### config.mk
export PLATFORM = sky130hd
export DESIGN_NAME = daq_frame_gen
export DESIGN_NICKNAME = d
export VERILOG_FILES = /design/src/rtl/daq_frame_gen.sv
export SDC_FILE = /design/constraint.sdc
export NUM_CORES = 1
export LEC_CHECK = 0
export CAP_MARGIN = 20
export CORE_MARGIN = 4
export CORE_UTILIZATION = 35
export DETAILED_ROUTE_END_ITERATION = 8
export SLEW_MARGIN = 20
export SYNTH_ARGS = -nofsm -noshare
export SYNTH_HDL_FRONTEND = slang
export SYNTH_SLANG_ARGS = --single-unit
### constraint.sdc
create_clock -name bus_clk -period 3.84 [get_ports bus_clk]
set_clock_uncertainty 0.1 [all_clocks]
set_input_delay 0.768 -clock bus_clk [delete_from_list [all_inputs] [get_ports bus_clk]]
set_output_delay 0.768 -clock bus_clk [all_outputs]
set_load 0.005 [all_outputs]
### src/rtl/daq_frame_gen.sv
// DAQ frame generator: header, interleaved-channel payload lines, tailer, inter-frame gap.
// Define DAQ_FRAME_CHKSUM_EN to insert an XOR checksum word between payload and tailer.
module daq_frame_gen #(
  parameter int N_CH            = 4,
  parameter int WORDS_PER_LINE  = 24,
  parameter int LINES_PER_FRAME = 16,
  parameter int GAP_CYCLES      = 8
) (
  input  logic        bus_clk,
  input  logic        bus_rst_n,
  input  logic        cfg_wren,
  input  logic [7:0]  cfg_data,
  input  logic        stream_open,
  input  logic        fifo_full,
  output logic [31:0] data_out,
  output logic        data_wren,
  output logic        busy,
  output logic [15:0] frame_cnt
);

  localparam logic [7:0]  CMD_START  = 8'hFF;
  localparam logic [7:0]  CMD_RESET  = 8'hC0;
  localparam logic [7:0]  CMD_CLOSE  = 8'hC7;
  localparam logic [7:0]  CH_LAST    = 8'(N_CH - 1);
  localparam logic [15:0] WORD_LAST  = 16'(WORDS_PER_LINE - 1);
  localparam logic [7:0]  LINE_LAST  = 8'(LINES_PER_FRAME - 1);
  localparam logic [7:0]  LINE_TOTAL = 8'(LINES_PER_FRAME % 256);
  localparam logic [15:0] GAP_LAST   = (GAP_CYCLES > 0) ? 16'(GAP_CYCLES - 1) : 16'd0;

  typedef enum logic [2:0] {
    S_IDLE,
    S_HEADER,
    S_PAYLOAD,
`ifdef DAQ_FRAME_CHKSUM_EN
    S_CHKSUM,
`endif
    S_TAILER,
    S_GAP
  } state_t;

  state_t      state_q, state_d;
  logic [15:0] word_q, word_d;
  logic [7:0]  line_q, line_d;
  logic [7:0]  ch_q, ch_d;
  logic [23:0] pcnt_q, pcnt_d;
  logic [15:0] gap_q, gap_d;
  logic [15:0] frame_q, frame_d;
  logic        close_q, close_d;
`ifdef DAQ_FRAME_CHKSUM_EN
  logic [31:0] chk_q, chk_d;
`endif
  logic        rst_sync_q;
  logic        core_rst_n;
  logic        cmd_start, cmd_reset, cmd_close, abort, emit;

  // Single release flop: the core leaves reset on the first edge, so it takes a command on the second.
  always_ff @(posedge bus_clk or negedge bus_rst_n) begin
    if (!bus_rst_n) rst_sync_q <= 1'b0;
    else            rst_sync_q <= 1'b1;
  end
  assign core_rst_n = rst_sync_q;

  assign cmd_start = cfg_wren && (cfg_data == CMD_START);
  assign cmd_reset = cfg_wren && (cfg_data == CMD_RESET);
  assign cmd_close = cfg_wren && (cfg_data == CMD_CLOSE);
  assign abort     = !stream_open || cmd_reset;

  always_comb begin
    emit = 1'b0;
    data_out = 32'h0;
    case (state_q)
      S_HEADER:  begin emit = 1'b1; data_out = {8'hF0, 8'h00, frame_q}; end
      S_PAYLOAD: begin emit = 1'b1; data_out = {ch_q, pcnt_q}; end
`ifdef DAQ_FRAME_CHKSUM_EN
      S_CHKSUM:  begin emit = 1'b1; data_out = chk_q; end
`endif
      S_TAILER:  begin emit = 1'b1; data_out = {8'hAA, LINE_TOTAL, frame_q}; end
      default:   begin emit = 1'b0; data_out = 32'h0; end
    endcase
  end

  assign data_wren = emit && !fifo_full && !abort;
  assign busy      = (state_q != S_IDLE);
  assign frame_cnt = frame_q;

  // Everything except abort handling advances only on an accepted word.
  always_comb begin
    state_d = state_q;
    word_d  = word_q;
    line_d  = line_q;
    ch_d    = ch_q;
    pcnt_d  = pcnt_q;
    gap_d   = gap_q;
    frame_d = frame_q;
    close_d = close_q;
`ifdef DAQ_FRAME_CHKSUM_EN
    chk_d   = chk_q;
`endif
    if (abort) begin
      state_d = S_IDLE;
      word_d  = 16'h0;
      line_d  = 8'h0;
      ch_d    = 8'h0;
      pcnt_d  = 24'h0;
      gap_d   = 16'h0;
      frame_d = 16'h0;
      close_d = 1'b0;
`ifdef DAQ_FRAME_CHKSUM_EN
      chk_d   = 32'h0;
`endif
    end else begin
      if (cmd_close) close_d = 1'b1;
      case (state_q)
        S_IDLE: begin
          close_d = 1'b0;
          if (cmd_start) state_d = S_HEADER;
        end
        S_HEADER: begin
          if (data_wren) begin
            state_d = S_PAYLOAD;
            word_d  = 16'h0;
            line_d  = 8'h0;
            ch_d    = 8'h0;
`ifdef DAQ_FRAME_CHKSUM_EN
            chk_d   = 32'h0;
`endif
          end
        end
        S_PAYLOAD: begin
          if (data_wren) begin
            pcnt_d = pcnt_q + 24'd1;
`ifdef DAQ_FRAME_CHKSUM_EN
            chk_d  = chk_q ^ data_out;
`endif
            if (word_q == WORD_LAST) begin
              word_d = 16'h0;
              ch_d   = 8'h0;
              if (line_q == LINE_LAST) begin
                line_d = 8'h0;
`ifdef DAQ_FRAME_CHKSUM_EN
                state_d = S_CHKSUM;
`else
                state_d = S_TAILER;
`endif
              end else begin
                line_d = line_q + 8'd1;
              end
            end else begin
              word_d = word_q + 16'd1;
              ch_d   = (ch_q == CH_LAST) ? 8'h0 : ch_q + 8'd1;
            end
          end
        end
`ifdef DAQ_FRAME_CHKSUM_EN
        S_CHKSUM: begin
          if (data_wren) state_d = S_TAILER;
        end
`endif
        S_TAILER: begin
          if (data_wren) begin
            frame_d = frame_q + 16'd1;
            gap_d   = 16'h0;
            if (close_q || cmd_close) begin
              state_d = S_IDLE;
              close_d = 1'b0;
            end else if (GAP_CYCLES == 0) begin
              state_d = S_HEADER;
            end else begin
              state_d = S_GAP;
            end
          end
        end
        S_GAP: begin
          if (cmd_close) begin
            state_d = S_IDLE;
            close_d = 1'b0;
          end else if (gap_q == GAP_LAST) begin
            state_d = S_HEADER;
          end else begin
            gap_d = gap_q + 16'd1;
          end
        end
        default: state_d = S_IDLE;
      endcase
    end
  end

  always_ff @(posedge bus_clk or negedge core_rst_n) begin
    if (!core_rst_n) begin
      state_q <= S_IDLE;
      word_q  <= 16'h0;
      line_q  <= 8'h0;
      ch_q    <= 8'h0;
      pcnt_q  <= 24'h0;
      gap_q   <= 16'h0;
      frame_q <= 16'h0;
      close_q <= 1'b0;
`ifdef DAQ_FRAME_CHKSUM_EN
      chk_q   <= 32'h0;
`endif
    end else begin
      state_q <= state_d;
      word_q  <= word_d;
      line_q  <= line_d;
      ch_q    <= ch_d;
      pcnt_q  <= pcnt_d;
      gap_q   <= gap_d;
      frame_q <= frame_d;
      close_q <= close_d;
`ifdef DAQ_FRAME_CHKSUM_EN
      chk_q   <= chk_d;
`endif
    end
  end

endmodule

## Yosys cells after proc, flatten, opt, wreduce, memory -nomap -nowiden

Cells that the tools add are included.

| cells by class | value |
|---|---|
| reduce and logical (&&, ||, !) cells | 24 |
| add/sub/neg operators | 6 |
| equal/unequal tests | 20 |
| muxes and demuxes | 45 |

Operators with widths:

| kind | number |
|---|---|
| $mux W16 | 10 |
| $pmux W32 S3 | 1 |
| $mux W24 | 3 |
| $mux W8 | 9 |
| $pmux W16 S2 | 2 |
| $add A16 B1 Y16 const B | 3 |
| $pmux W8 S2 | 2 |
| $mux W3 | 10 |
| $add A24 B1 Y24 const B | 1 |
| $eq A8 B8 Y1 const B | 3 |
| $ne A3 B3 Y1 const B | 8 |
| $add A8 B1 Y8 const B | 2 |
| $eq A16 B3 Y1 const B | 1 |
| $eq A16 B5 Y1 const B | 1 |
| $pmux W3 S5 | 1 |
| $reduce_bool A3 Y1 | 3 |
| $eq A8 B2 Y1 const B | 1 |
| $eq A8 B4 Y1 const B | 1 |
| $reduce_and A4 Y1 | 2 |
| $reduce_and A7 Y1 | 1 |
| $eq A3 B2 Y1 const B | 2 |
| $mux W1 | 6 |
| $reduce_bool A2 Y1 | 3 |
| $logic_and A1 B1 Y1 | 5 |
| other kinds (10) | 14 |

| storage, ports and cells | value |
|---|---|
| bits of input ports | 13 |
| logic and storage cells | 104 |
| output and inout port bits | 50 |
| flip-flop bits (word level) | 93 |

## Depth between registers and ports, before layout

Gate-level depths: netlist of the first run.

| depth | value |
|---|---|
| word-level depth | 8 |
| gate-level depth with buffers | 8 |
| gate-level depth less buffers | 6 |

## Least setup slack after synthesis of the first run

No wires, ideal clock.

| timing | value |
|---|---|
| path type | input to output |
| start point | input port cfg_data[0] |
| end point | output port data_wren |
| path buffers | 2 |
| data arrival time | 2.040 ns |
| path slack | 0.932 ns |
| stages | 5 |
| data required time | 2.972 ns |
| cells stage by stage | or3_1 > clkbuf_1 > o31ai_2 > clkbuf_1 > nor4_1 |

| on the way | value |
|---|---|
| cells in the longest elaborated chain, start to end | 5 |

RTL lines:

| item | line | RTL |
|---|---|---|
| start, declared | 12 | `input logic [7:0] cfg_data,` |
| $eq A8 B8 Y1 | 64 | `assign cmd_reset = cfg_wren && (cfg_data == CMD_RESET);` |
| $logic_and A1 B1 Y1 | 64 |  |
| $logic_or A1 B1 Y1 | 66 | `assign abort = !stream_open \|\| cmd_reset;` |
| $logic_not A1 Y1 | 82 | `assign data_wren = emit && !fifo_full && !abort;` |
| $logic_and A1 B1 Y1 | 82 |  |
| end, declared | 16 | `output logic data_wren,` |

Every way passes these cells.

## Worst setup path after layout of the first run

| timing | value |
|---|---|
| start point | input port cfg_data[3] |
| end point | output port data_wren |

The elaborated chain is that of the path after synthesis.

==> results of run 1 <==
-- area by class of cell --
type / count / area [um^2] / area share [%]
Timing Repair Buffer: 79 / 768 / 11.5
Inverter: 15 / 56.3 / 0.840
Clock buffer: 12 / 267 / 3.98
Multi-Input combinational cell: 469 / 2970 / 44.3
Tap cell: 211 / 264 / 3.94
Clock inverter: 4 / 45.0 / 0.672
Sequential cell: 93 / 2330 / 34.8
-- synthesized netlist by cell type, types with 2 or more instances --
cell	n	area share, %
nor4bb_1	2	0.36
nor2b_1	6	0.68
nand4b_1	2	0.32
or4b_1	2	0.36
or4_1	8	1.1
a22o_1	19	3.0
o2111ai_1	3	0.48
a31o_2	2	0.32
a211oi_1	4	0.55
o211a_1	2	0.36
a21oi_1	32	2.9
nor3b_1	2	0.27
o31ai_1	13	1.8
a311oi_1	2	0.32
nor3_1	12	1.1
nand4_1	27	3.1
xnor2_1	13	2.1
nor4_1	7	0.80
o221ai_1	2	0.32
ha_1	6	1.4
xor2_1	27	4.3
nand2_1	42	2.9
dfrtp_1	93	42
buf_2	5	0.46
a31oi_1	3	0.34
nor2_1	69	4.7
and3_1	19	2.2
inv_1	15	1.0
or3_1	15	1.7
nor4b_1	2	0.32
a21boi_0	2	0.27
and4_1	10	1.6
and2_1	9	1.0
clkbuf_1	28	1.9
o21ai_0	29	2.6
nand2b_1	5	0.57
nand3_1	36	3.3
mux2i_1	5	0.91
-- worst paths after layout --
kind                                            start                         to  cells past startpoint
worst max register to register  word_q[0]$_DFFE_PN0P_      line_q[1]$_DFFE_PN0P_                      6
min in group bus_clk            line_q[7]$_DFFE_PN0P_      line_q[7]$_DFFE_PN0P_                      1
worst min register to register   core_rst_n$_DFF_PN0_  frame_cnt[12]$_DFFE_PN0P_                      0
worst min-delay path             core_rst_n$_DFF_PN0_  frame_cnt[12]$_DFFE_PN0P_                      0
max in group asynchronous        core_rst_n$_DFF_PN0_      pcnt_q[5]$_DFFE_PN0P_                      2
worst max-delay path                      cfg_data[3]                  data_wren                      6
-- kinds of logic after synthesis --
| family | Yosys count | share of synthesized area (%) |
|---|---|---|
| buf+inv | 50 | 3.67 |
| other cells | 1 | 0.0683 |
| mux | 5 | 0.912 |
| fa+ha+maj | 6 | 1.37 |
| compound gates | 133 | 17.2 |
| flops | 93 | 42.4 |
| simple gates | 284 | 28.0 |
| xor+xnor | 40 | 6.38 |
-- critical path, delay by kind of cell --
kind	cells	cell delay [ns]
AO/OA/AOI/OAI	1	0.31
buffers and inverters	3	1.03
AND/OR/NAND/NOR	2	0.62
-- where the power goes --
part / internal [mW] / switching (mW) / leakage (nW)
registers: 0.987 / 0.0189 / 1.30
logic: 0.103 / 0.174 / 1.24
clock network: 0.555 / 0.377 / 0.158
-- per-stage QoR --
step | utilization [%] | total power, mW
floorplan | - | 1.18
global placement | 41.7 | 1.30
detailed placement | 41.7 | 1.30
CTS | 43.8 | 2.23
global route | 43.9 | 2.31
finish | 43.9 | 2.21
-- per-layer routing --
layer | GRT usage (%) | part of all wire, % | vias up
li1 | - | - | 2372
met4 | 4.74 | 1.3 | 0
met2 | 25.3 | 46 | 104
met5 | 0 | 0 | -
met1 | 24.0 | 49 | 2474
met3 | 3.74 | 3.9 | 15
-- registers in the layout, summed over array words and instances, names as in the netlist --
register    flops
frame_cnt      16
close_q         1
ch_q            8
state_q         3
core_rst_n      1
word_q         16
pcnt_q         24
line_q          8
gap_q          16
==> results.yml, run 1 <==
power_and_ir_drop:
  p_per_area_nw_per_um2: 330
  leakage_nw: 2.69
  ir_drop_mv: 0.250
route:
  drc: 0
  firstDrtPassIters: 5
  via_per_inst: 5.62
  wl_um: 14600
  routed-via-count: 4965
  drt-wirelength-per-cell_um: 16.5
  drt_iter0_drc: 360
  detail-route-antenna-nets: 0
synth:
  synth.cell_area_um2: 5490
  synth_ff_type: "dfrtp_1"
  synth_nets: 631
  synth.distinct_cells: 70
  synthCells: 612
  async_flop_share_pct: 100
  synth_warnings: 0
  avgSynthCellArea_um2: 8.97
  ys_seq_area_share_pct: 42.4
  ys_seq_elements: 93
  synth_edf_count: 0
placed_design:
  place_area_um2: 6360
  pre_cts_slack_ns: 0.232
  portBuffers: 62
  dp_hpwl_um: 10500
  place_inst: 866
  place_congestion: 0.888
clocking:
  clkSinkCount: 93
  cts_tree: "done"
  cts_resized: 0
  clk_path_buf_depth: 2
  clk_latency_ns: 0.35
  post_cts.repair.setup_buffers: 0
  clockRootBuffer: "clkbuf_16"
  htree_levels: 3
  cts_hold_buf: 0
  clkSlewWorstSetupHoldPaths_ns: 0.06
  numCtsBuffers: 9
worst_setup_path:
  path_cells: "clkdlybuf4s50_1, or3_1, o31ai_4, nor4_1, buf_4, clkdlybuf4s50_1"
  path_max_fanout: 6
  crit_type: "primary input to output pin"
  start_kind: "primary input"
  timing.reg2reg.setup_slack_ns: 0.97
  cp.required_ns: 2.97
  path_common_cell: "clkdlybuf4s50_1"
  crit_path_end_kind: "output pin"
  slowest_delay_ns: 0.54
  crit_slowest_cell: "or3_1"
  crit_arrival_ns: 2.74
sta:
  final_hold_viol_count: 0
  max_slew_margin_pct: 25.4
  setup_viol: 0
  rsz0062_at_grt: "no"
  slew_violations: 0
  worstMarginPinSlew_ns: 1.11
  layout_min_cycle_time_ns: 3.61
  whs_ns: 0.133
  final.setup.tns_ns: 0
  fmaxAchievable_mhz: 277
  post-route-period-util_pct: 94.0
  layout_setup_ws_ns: 0.229
layout:
  syn2layout_area_growth_pct: 22.2
  layout.nets: 686
  fin_area_um2: 6700
  final_common_cell: "dfrtp_1"
  fillers: 1487
  fin_cells: 883
  diodes: 0
  layout_common_cells: "dfrtp_1 (92), nor2_1 (69), clkdlybuf4s50_1 (62)"
  drive_gt1_share_pct: 7.29
grt:
  grt_pass1_wl_um: 24400
  gr-usage-all-layers_pct: 16.7
  overflow: 0
  grt_pass1_vias: 4712
  grt_max_degree: 80
  antenna_found_initial: 0
floorplanning:
  core_area_um2: 15300
  rows: 45
  die_w_um: 133
  die-height_um: 133
  io_pins: 63
  start_util_pct: 36.0
  dieArea_um2: 17700
run_status:
  outcome: "complete, no violations"
hold_path:
  worstHoldPathType: "flop to async pin"
job:
  cap_violations: 0
Note: power is estimated with default switching activity, not from simulation.
==> inputs of run 2 (changes only) <==
Settings changed: CORE_MARGIN 4 to 3, CORE_UTILIZATION 35 to 50, PLACE_DENSITY set to 0.72.
==> run 2 against run 1 <==
Net effect: clock power down 28%; via count about the same; core utilization up 17 points; sequential cell count unchanged; worst setup slack better by 0.18 ns; routed wire length down 3.2%; critical path depth down 1; highest routed layer unchanged; cell area down 3.8%; cell count down 8.8%; count of clock-buffer cells in the layout unchanged.
==> results.yml, run 2 (same netlist as run 1, synthesis figures left out) <==
run_status:
  outcome: "complete, no violations"
route:
  detail-route-antenna-nets: 0
  via_per_inst: 6.17
  drt_iter0_drc: 339
  firstDrtPassIters: 4
  drt-wirelength-per-cell_um: 17.5
  drc: 0
  routed-via-count: 4964
  wl_um: 14100
sta:
  final.setup.tns_ns: 0
  fmaxAchievable_mhz: 292
  worstMarginPinSlew_ns: 0.954
  whs_ns: 0.373
  final_hold_viol_count: 0
  slew_violations: 0
  rsz0062_at_grt: "no"
  setup_viol: 0
  post-route-period-util_pct: 89.3
  layout_min_cycle_time_ns: 3.43
  max_slew_margin_pct: 36.4
power_and_ir_drop:
  ir_drop_mv: 0.193
  p_per_area_nw_per_um2: 301
  power_mw: 1.94
  power_frac_seq_pct: 52.8
  p_int_mw: 1.40
  leakage_nw: 2.61
  p_sw_share_pct: 28.0
  p_comb_share_pct: 12.9
  switching_power_mw: 0.545
  clock_power_share_pct: 34.4
placed_design:
  portBuffers: 62
  dp_hpwl_um: 9990
  place_congestion: 0.898
floorplanning:
  io_pins: 63
  start_util_pct: 52.2
  dieArea_um2: 12300
  core_area_um2: 10500
  die-height_um: 111
  die_w_um: 111
  rows: 37
clocking:
  clockRootBuffer: "clkbuf_8"
  clk_latency_ns: 0.37
  clkSinkCount: 93
  post_cts.repair.setup_buffers: 0
  cts_resized: 0
  cts_hold_buf: 0
  clkSlewWorstSetupHoldPaths_ns: 0.09
  htree_levels: 3
  clk_path_buf_depth: 2
  cts_tree: "done"
  numCtsBuffers: 9
worst_setup_path:
  rr_endpoint: "pcnt_q[23]$_DFFE_PN0P_"
  crit_type: "primary input to output pin"
  crit_arrival_ns: 2.56
  start_kind: "primary input"
  path_max_fanout: 6
  rr_worst_depth: 5
  timing.reg2reg.setup_slack_ns: 1.17
  crit_path_end_kind: "output pin"
  crit-reg2reg-launch: "state_q[0]$_DFFE_PN0P_"
  cp.required_ns: 2.97
layout:
  largest_register_ffs: 24
  syn2layout_area_growth_pct: 17.5
  layout.nets: 683
  max_flop_register: "pcnt_q"
  diodes: 0
  layout_common_cells: "dfrtp_1 (92), nor2_1 (69), clkdlybuf4s50_1 (62)"
  drive_gt1_share_pct: 6.58
  final_common_cell: "dfrtp_1"
  fillers: 933
  multi_input_area_um2: 2970
  seq_area_um2: 2330
grt:
  antenna_found_initial: 0
  gr-usage-all-layers_pct: 23.5
  grt_pass1_vias: 4638
  grt_max_degree: 74
  overflow: 0
  grt_pass1_wl_um: 23700
hold_path:
  worstHoldPathType: "flop to async pin"
job:
  cap_violations: 0
run 2: changes by cell type in the layout (fill, tap and decap cells not counted), sizes merged:
| cell | previous run | this run |
|---|---|---|
| buf | 17 | 14 |
| clkinv | 3 | 2 |
| clkinvlp | 0 | 1 |
run 2: worst max-delay path, cell delays in order:
cell and delay, ns:
clkdlybuf4s50_1 0.43, or3_1 0.52, o31ai_4 0.27, nor4_1 0.09
clkdlybuf4s50_1 0.48
run 2: layout make-up:
| type | instances | area share (%) |
|---|---|---|
| Timing Repair Buffer | 76 | 11.3 |
| Inverter | 15 | 0.873 |
| Clock inverter | 4 | 0.737 |
| Clock buffer | 12 | 2.25 |
| Sequential cell | 93 | 36.1 |
| Tap cell | 136 | 2.64 |
| Multi-Input combinational cell | 469 | 46.1 |
run 2: how the worst max path moves through the flow:
stage	from	slack (ns)	endpoint	cells after the start
2_1_floorplan	core_rst_n$_DFF_PN0_	0.93	ch_q[0]$_DFFE_PN0P_	0
3_3_place_gp	cfg_data[3]	0.43	data_wren	5
3_5_place_dp	cfg_data[3]	0.41	data_wren	5
4_1_cts	cfg_data[3]	0.40	data_wren	5
5_1_grt	cfg_data[3]	0.33	data_wren	5
6_report	cfg_data[3]	0.41	data_wren	5
run 2: metrics by stage:
stage               area (um^2)  util (%)  setup WS [ns]  std cells
floorplan                  5490         -          0.928        612
global placement           6260      59.5          0.428        789
detailed placement         6260      59.5          0.408        789
CTS                        6450      61.4          0.398        805
global route               6450      61.4          0.333        805
finish                     6450      61.4          0.410        805
run 2: power groups by stage:
stage | combinational, mW | sequential (mW) | clock, mW
floorplan | 0.158 | 1.03 | 0
global placement | 0.243 | 1.04 | 0
detailed placement | 0.247 | 1.05 | 0
CTS | 0.249 | 1.03 | 0.679
global route | 0.275 | 1.03 | 0.726
finish | 0.250 | 1.03 | 0.668
run 2: metal layers:
| layer | up-vias | wire length (um) | track usage, % |
|---|---|---|---|
| li1 | 2360 | - | - |
| met1 | 2448 | 6650 | 33.2 |
| met2 | 142 | 6530 | 37.3 |
| met3 | 14 | 694 | 3.11 |
| met4 | 0 | 214 | 8.05 |
| met5 | - | 0 | 0 |
==> inputs of run 3 (changes only) <==
--- a/config.mk
+++ b/config.mk
@@ -8,2 +8,3 @@
 export CAP_MARGIN = 20
+export CORE_ASPECT_RATIO = 0.8
 export CORE_MARGIN = 3
@@ -16 +17,2 @@
 export SYNTH_SLANG_ARGS = --single-unit
+export TNS_END_PERCENT = 10
==> constraint.sdc (replaced) <==
create_clock -name bus_clk -period 3.84 [get_ports bus_clk]
set_clock_uncertainty 0.1 [all_clocks]
set_input_delay 0.384 -clock bus_clk [delete_from_list [all_inputs] [get_ports bus_clk]]
set_output_delay 0.384 -clock bus_clk [all_outputs]
set_load 0.005 [all_outputs]
==> run 3 against run 2 <==
Net effect: die area hardly changed; global-route usage is 0.80 points higher; non-clock buffer count is 1 lower.
==> results.yml, run 3 (same netlist as run 1, synthesis figures left out) <==
run_status:
  outcome: "complete, no violations"
floorplanning:
  start_util_pct: 52.3
  io_pins: 63
  die-height_um: 99.7
  dieArea_um2: 12300
  die_w_um: 123
  core_area_um2: 10500
  rows: 33
clocking:
  cts_resized: 0
  clockRootBuffer: "clkbuf_16"
  cts_tree: "done"
  clkSinkCount: 93
  numCtsBuffers: 9
  post_cts.repair.setup_buffers: 0
  clk_latency_ns: 0.34
  htree_levels: 3
  clk_path_buf_depth: 2
  cts_hold_buf: 0
  clkSlewWorstSetupHoldPaths_ns: 0.06
grt:
  antenna_found_initial: 0
  overflow: 0
  grt_pass1_wl_um: 24000
  grt_pass1_vias: 4674
  grt_max_degree: 68
  gr-usage-all-layers_pct: 24.3
sta:
  final_hold_viol_count: 0
  fmaxAchievable_mhz: 337
  max_slew_margin_pct: 38.0
  layout_min_cycle_time_ns: 2.97
  slew_violations: 0
  final.setup.tns_ns: 0
  whs_ns: 0.0836
  worstMarginPinSlew_ns: 0.923
  post-route-period-util_pct: 77.3
  rsz0062_at_grt: "no"
  setup_viol: 0
route:
  detail-route-antenna-nets: 0
  via_per_inst: 6.21
  drt-wirelength-per-cell_um: 17.9
  drt_iter0_drc: 457
  drc: 0
  firstDrtPassIters: 5
  wl_um: 14500
  routed-via-count: 5017
power_and_ir_drop:
  ir_drop_mv: 0.232
  p_per_area_nw_per_um2: 338
  leakage_nw: 2.65
worst_setup_path:
  crit_type: "flop to output pin"
  rr_worst_depth: 7
  crit_arrival_ns: 2.48
  crit_path_end_kind: "output pin"
  path_max_fanout: 20
  cp.required_ns: 3.36
  start_kind: "flop"
job:
  cap_violations: 0
layout:
  final_common_cell: "dfrtp_1"
  syn2layout_area_growth_pct: 19.7
  drive_gt1_share_pct: 6.59
  layout.nets: 682
  fillers: 894
  largest_register_ffs: 24
  diodes: 0
  max_flop_register: "pcnt_q"
  layout_common_cells: "dfrtp_1 (92), nor2_1 (69), clkdlybuf4s50_1 (62)"
placed_design:
  place_congestion: 0.875
  dp_hpwl_um: 10500
  portBuffers: 62
hold_path:
  worstHoldPathType: "primary input to async pin"
==> run 3: cell count changes in the layout (fill, tap and decap cells not counted), sizes merged <==
cell      delta
bufinv       +1
clkbuf       -2
buf          -1
clkinv       -1
clkinvlp     +2
==> run 3: worst paths after layout <==
path	start	slack [ns]	endpoint
hold reg to reg	core_rst_n$_DFF_PN0_	0.34	frame_cnt[5]$_DFFE_PN0P_
max in group asynchronous	core_rst_n$_DFF_PN0_	2.40	frame_cnt[15]$_DFFE_PN0P_
setup reg to reg	word_q[0]$_DFFE_PN0P_	0.98	line_q[1]$_DFFE_PN0P_
min in group bus_clk	line_q[7]$_DFFE_PN0P_	0.41	line_q[7]$_DFFE_PN0P_
setup / recovery	state_q[1]$_DFFE_PN0P_	0.87	data_out[13]
hold / removal	bus_rst_n	0.08	core_rst_n$_DFF_PN0_
==> run 3: worst max-delay path, stage by stage, from the launching register on <==
cell and delay [ns]:
dfrtp_1 0.68, nor3b_2 0.42, buf_4 0.31, a22o_1 0.22, clkdlybuf4s50_1 0.51
==> run 3: report_power, final <==
group | switching (mW) | leakage, nW | total [mW] | internal, mW
Sequential | 0.0380 | 1.30 | 1.02 | 0.986
Clock | 0.376 | 0.145 | 0.945 | 0.569
Combinational | 0.156 | 1.21 | 0.250 | 0.0943
Total | 0.569 | 2.65 | 2.22 | 1.65
==> run 3: stage by stage <==
| step | total power [mW] | cell area, um^2 | std cells | util [%] | setup slack (ns) |
|---|---|---|---|---|---|
| 3_5_place_dp | 1.29 | 6250 | 792 | 59.6 | 0.729 |
| 3_3_place_gp | 1.28 | 6250 | 792 | 59.6 | 0.895 |
| 5_1_grt | 2.30 | 6570 | 808 | 62.6 | 0.742 |
| 4_1_cts | 2.23 | 6570 | 808 | 62.6 | 0.856 |
| 6_report | 2.22 | 6570 | 808 | 62.6 | 0.871 |
| 2_1_floorplan | 1.18 | 5490 | 612 | - | 0.928 |
==> run 3: per-layer routing <==
| layer | wire, um | vias up | track usage, % |
|---|---|---|---|
| met3 | 759 | 16 | 3.98 |
| met4 | 159 | 0 | 6.47 |
| met1 | 6920 | 2480 | 36.2 |
| met2 | 6660 | 155 | 36.8 |
| met5 | 0 | - | 0 |
| li1 | - | 2366 | - |
==> run 3: area by class of cell <==
class,instances,area (um^2),area share [%]
tap,140,175,2.67
inverter,15,56.3,0.857
multi-input combinational,469,2970,45.2
clock inverter,6,87.6,1.33
timing repair buffer,75,718,10.9
sequential,93,2330,35.5
clock buffer,10,229,3.49
